$ cat src/rtl/raizing_frac_cen.sv
// Fractional clock-enable generator: NCH independent channels, each pulsing CEN at CLK*NUM/DEN.
// Optional half-period CENB outputs are built only when RAIZING_CEN_B_EN is defined.
module raizing_frac_cen #(
    parameter int NCH = 4,
    parameter int NW  = 10,
    parameter int DW  = 10
) (
    input  logic              CLK,
    input  logic              RESET,
    input  logic [NCH-1:0]    CFG_LD,
    input  logic [NCH*NW-1:0] NUM_IN,
    input  logic [NCH*DW-1:0] DEN_IN,
    input  logic [NCH-1:0]    HOLD,
    output logic [NCH-1:0]    CEN,
    output logic [NCH-1:0]    CENB,
    output logic [NCH-1:0]    ERR
);

    localparam int AW = ((NW > DW) ? NW : DW) + 1;

    generate
        for (genvar gi = 0; gi < NCH; gi++) begin : g_ch
            logic [NW-1:0] num_in;
            logic [DW-1:0] den_in;
            logic [NW-1:0] num_q, num_d;
            logic [DW-1:0] den_q, den_d;
            logic [AW-1:0] acc_q, acc_d;
            logic [AW-1:0] sum;
            logic [AW-1:0] den_ext;
            logic          cen_q, cen_d;
            logic          err_q, err_d;
            logic          run;

            assign num_in = NUM_IN[gi*NW +: NW];
            assign den_in = DEN_IN[gi*DW +: DW];

            // acc < den and num <= den whenever running, so the sum never overflows AW bits.
            assign sum     = acc_q + AW'(num_q);
            assign den_ext = AW'(den_q);
            // A zero numerator (including the post-reset state with den=0) must never pulse.
            assign run     = !CFG_LD[gi] && !HOLD[gi] && !err_q && (num_q != '0);

            always_comb begin
                num_d = num_q;
                den_d = den_q;
                acc_d = acc_q;
                err_d = err_q;
                cen_d = 1'b0;
                if (CFG_LD[gi]) begin
                    num_d = num_in;
                    den_d = den_in;
                    acc_d = '0;
                    err_d = (den_in == '0) || (AW'(num_in) > AW'(den_in));
                end else if (run) begin
                    if (sum >= den_ext) begin
                        acc_d = sum - den_ext;
                        cen_d = 1'b1;
                    end else begin
                        acc_d = sum;
                    end
                end
            end

            always_ff @(posedge CLK) begin
                if (RESET) begin
                    num_q <= '0;
                    den_q <= '0;
                    acc_q <= '0;
                    err_q <= 1'b0;
                    cen_q <= 1'b0;
                end else begin
                    num_q <= num_d;
                    den_q <= den_d;
                    acc_q <= acc_d;
                    err_q <= err_d;
                    cen_q <= cen_d;
                end
            end

            assign CEN[gi] = cen_q;
            assign ERR[gi] = err_q;

`ifdef RAIZING_CEN_B_EN
            logic [AW-1:0] half;
            logic          cenb_q, cenb_d;

            assign half = AW'(den_q >> 1);

            // Fires when the accumulator crosses the half-way mark without wrapping this cycle.
            always_comb begin
                cenb_d = run && (acc_q < half) && (sum >= half) && (sum < den_ext);
            end

            always_ff @(posedge CLK) begin
                if (RESET) begin
                    cenb_q <= 1'b0;
                end else begin
                    cenb_q <= cenb_d;
                end
            end

            assign CENB[gi] = cenb_q;
`else
            assign CENB[gi] = 1'b0;
`endif
        end
    endgenerate

endmodule

$ cat config.mk
export PLATFORM = sky130hd
export DESIGN_NAME = raizing_frac_cen
export DESIGN_NICKNAME = d
export VERILOG_FILES = /design/src/rtl/raizing_frac_cen.sv
export SDC_FILE = /design/constraint.sdc
export NUM_CORES = 1
export LEC_CHECK = 0
export BUFFER_PORTS_ARGS = -buffer_cell sky130_fd_sc_hd__buf_2
export CELL_PAD_IN_SITES_DETAIL_PLACEMENT = 2
export CELL_PAD_IN_SITES_GLOBAL_PLACEMENT = 2
export CORE_MARGIN = 2
export CORE_UTILIZATION = 33
export CTS_CLUSTER_DIAMETER = 120
export DETAILED_ROUTE_END_ITERATION = 12
export PLACE_DENSITY_LB_ADDON = 0.08
export SYNTH_ARGS = -nofsm -noshare
export SYNTH_HDL_FRONTEND = slang
export SYNTH_SLANG_ARGS = --single-unit
$ cat constraint.sdc
create_clock -name CLK -period 3.22 [get_ports CLK]
set_input_delay 0.322 -clock CLK [delete_from_list [all_inputs] [get_ports CLK]]
set_output_delay 0.322 -clock CLK [all_outputs]
set_load 0.01 [all_outputs]
==> reports/qor.csv <==
stage;metric;value;unit
clock_tree;cell at the root of the clock tree;sky130_fd_sc_hd__clkbuf_16;
synthesis;largest area contributor in the synthesized netlist;sky130_fd_sc_hd__dfxtp_1;
critical_path;Setup crit start kind;flop;
synthesis;top cell type's share of synthesized area;26.2;%
sta;min Tclk post-route;3490;ps
synthesis;most common cell in the netlist;sky130_fd_sc_hd__nor2_1;
synthesis;total of flip-flops plus latches after synthesis;132;
final_layout;final instance area;14000;um2
drt;ratio of routed vias to standard cells;5.27;
critical_path;critical path arrival;3820;ps
critical_path;maximum net fanout on the critical path;7;
power;internal power;4.38;mW
floorplanning;starting density of the core;33.2;%
clock_tree;total number of clock tree sinks;132;
synthesis;yosys warns;0;
sta;max-slew violation count;0;
synthesis;fraction of the yosys area taken by sequential cells;26.2;%
power;power density over cell area;491;nW/um2
final_layout;final cell count without fillers;1898;
sta;Fin. Hold Viols;0;
clock_tree;clock latency at the later pin of the worst-skew pair;450;ps
drt;number of DRC violations after detailed routing;0;
global_routing;largest net degree at the start of global routing;37;
sta;setup TNS after final layout;-6000;ps
floorplanning;Core Footprint;30300;um2
synthesis;average size of a mapped cell;8.23;um2
sta;setup repair after global routing missed its margin;yes;
synthesis;Post-Synthesis Cell Area;10100;um2
placed_design;Placer Congestion;0.792;
global_routing;global-route congestion overflow total;0;
sta;measured slew at the worst slew-check pin;875;ps
synthesis;Top FF cell, synth;sky130_fd_sc_hd__dfxtp_1;
critical_path;largest stage delay on the critical path;360;ps
placed_design;Port Buf Inserts;97;
drt;number of iterations in the first detailed-routing pass;4;
sta;setup violation total in the final timing report;43;
drt;wire per inst;20.5;um
power;IR Drop Worst-Case VDD;0.403;mV
critical_path;worst endpoint required time;3550;ps
floorplanning;Die Wd;179;um
flow_run;max-capacitance violation count;0;
floorplanning;number of core rows;64;
sta;Clock Skew;11.9;ps
power;part of the power in combinational logic;45.6;%
clock_tree;maximum count of clock buffers along a single path;2;
synthesis;number of enable flip-flop cells after synthesis;0;
synthesis;post-synthesis cell count;1225;
drt;final wirelength;38900;um
final_layout;Inserted Diodes;0;
final_layout;final net count;1708;
final_layout;Area Growth Syn to Fin;38.9;%
power;proportion of power drawn by the clock network;28.0;%
clock_tree;total clock buffers created by CTS;17;
global_routing;first-pass GRT wire length;59400;um
synthesis;most frequent cells after synthesis;149 x sky130_fd_sc_hd__nor2_1, 132 x sky130_fd_sc_hd__dfxtp_1, 122 x sky130_fd_sc_hd__inv_1;
status;status;finished, violations left;
synthesis;share of flip-flops with an asynchronous set or reset after synthesis;0;%
power;portion of total power attributed to sequential cells;26.4;%
floorplanning;Die Outline Area;32000;um2
power;cell leakage power;6.50;nW
power;fraction of power spent switching nets;36.4;%
global_routing;total track usage;23.9;%
sta;worst slew margin relative to its limit;41.2;%
drt;Final ANT Viol Nets;0;
clock_tree;clock slew at reported path FFs;60;ps
sta;Tcrit/Tclk final;108;%
hold_path;Tightest Hold Check Type;input port to flop;
status;failing checks;negative setup slack;
drt;1st-iter DRT viols;300;
placed_design;Placed Instance Area;12100;um2
clock_tree;CTS tree;done;
floorplanning;Chip Height;179;um
critical_path;classification of the worst setup path;flop to flop;
placed_design;Final HPWL DP;27900;um
critical_path;list of cells traversed by the critical path;ha_4, inv_2, fa_2, nor2b_4, o2111ai_4, nand2_1, nor2_1, xnor2_1, ha_1, a21o_1, a21o_1, a221o_1, o21a_4, or2_4, a221o_1;
power;switching power summed over all nets;2.50;mW
drt;vias after detailed routing;9994;
placed_design;number of cells after detailed placement;1822;
global_routing;antenna violations before repair;0;
sta;slack of the critical path;-268;ps
critical_path;category of the worst setup path capture point;flop;
final_layout;final core occ;46.2;%
synthesis;Netlist cell types;73;
global_routing;via count of the first global-routing pass;11050;
clock_tree;CTS H-Tree Depth;4;
floorplanning;Top-Level Pins;102;
sta;top achievable clock speed;0.287;GHz
critical_path;cell type of the slowest stage on the worst timing path;sky130_fd_sc_hd__fa_2;
final_layout;share of final-layout standard cells stronger than drive strength 1;32.2;%
synthesis;top area cells in the synthesized netlist;sky130_fd_sc_hd__dfxtp_1 26%, sky130_fd_sc_hd__ha_1 15%, sky130_fd_sc_hd__mux2i_1 8.7%;
## placed cells by master (no fill, tap or decap), types with 13 or more instances in the layout
master                        n
sky130_fd_sc_hd__nor2_1     145
sky130_fd_sc_hd__o211ai_1    16
sky130_fd_sc_hd__o21ai_0     37
sky130_fd_sc_hd__nand2_1     65
sky130_fd_sc_hd__nor4_1      17
sky130_fd_sc_hd__xor2_1      16
sky130_fd_sc_hd__a21oi_2     13
sky130_fd_sc_hd__mux2i_1     86
sky130_fd_sc_hd__inv_1      117
sky130_fd_sc_hd__dfxtp_1    119
sky130_fd_sc_hd__buf_2       96
sky130_fd_sc_hd__dfxtp_2     13
sky130_fd_sc_hd__xnor2_1     27
sky130_fd_sc_hd__clkbuf_16   17
sky130_fd_sc_hd__nand3_1     16
sky130_fd_sc_hd__a21o_1      30
sky130_fd_sc_hd__nor3_1      14
sky130_fd_sc_hd__a21oi_1     38
sky130_fd_sc_hd__o21a_1      23
sky130_fd_sc_hd__ha_4        17
sky130_fd_sc_hd__buf_4      186
sky130_fd_sc_hd__ha_1       102
sky130_fd_sc_hd__nand4_1     17
## worst max-delay path, delay by kind of cell (launching register included)
family	cells	cell delay, ps
AO/OA/AOI/OAI	6	1370
XOR/XNOR	1	230
adder cells (fa/ha/maj)	3	810
buffers and inverters	1	30
flip-flops	1	350
AND/OR/NAND/NOR	4	590
## what timing repair did
item,CTS,global route
gates cloned,1,0
hold buffers,0,0
resized for setup,128,78
setup buffers,27,22
hold endpoints to repair,0,0
pin swaps,68,70
endpoints found under the setup margin,48,48
## kinds of logic (layout without fill, tap and decap cells)
logic type	Yosys count	after routing	synth area share, %
AOI/OAI and AO/OA	282	282	19.4
and+or+nand+nor	360	361	17.0
other	1	4	0.0372
muxes	89	89	8.85
xor gates and xnor gates	56	56	4.86
DFF	132	132	26.2
adders and majority gates	128	128	16.5
buffers and inverters	177	450	7.23
## power by group through the flow
stage | clock [mW] | sequential (mW) | combinational (mW)
finish | 1.93 | 1.81 | 3.14
detailed placement | 0 | 1.85 | 2.53
global route | 2.04 | 1.83 | 3.42
floorplan | 0 | 1.82 | 1.55
global placement | 0 | 1.84 | 2.45
CTS | 1.97 | 1.81 | 2.84
## per-stage QoR
step | hold slack [ps] | setup slack [ps] | power [mW]
global route | 138 | -404 | 7.29
floorplan | 445 | -148 | 3.37
finish | 137 | -268 | 6.88
detailed placement | 476 | -501 | 4.37
CTS | 120 | -304 | 6.62
global placement | 474 | -353 | 4.29
## flip-flops by register name, summed over array words and instances, names as in the netlist
signal / count
g_ch.acc_q: 44
g_ch.cen_q: 4
g_ch.den_q: 40
g_ch.num_q: 40
g_ch.err_q: 4
## cell type report
class	count	area (um2)
Inverter	122	458
Clock inverter	11	113
Fill cell	3315	16300
Tap cell	396	495
Timing Repair Buffer	297	2070
Multi-Input combinational cell	920	7780
Sequential cell	132	2660
Clock buffer	20	437
## metal layers
layer	wire, um	track usage [%]
met1	17600	29.7
met2	20000	43.5
met3	811	3.24
met4	469	5.62
met5	0	0
## final timing paths
check / start / end / slack [ps] / depth (start not counted)
hold / removal: NUM_IN[30] / g_ch[3].num_q[0] / 140 / 3
setup reg to reg: g_ch[2].num_q[0] / g_ch[2].acc_q[4] / -270 / 15
hold reg to reg: g_ch[3].acc_q[4] / g_ch[3].acc_q[4] / 480 / 2
setup / recovery: g_ch[2].num_q[0] / g_ch[2].acc_q[4] / -270 / 15
Power figures use the tool's default switching activity.
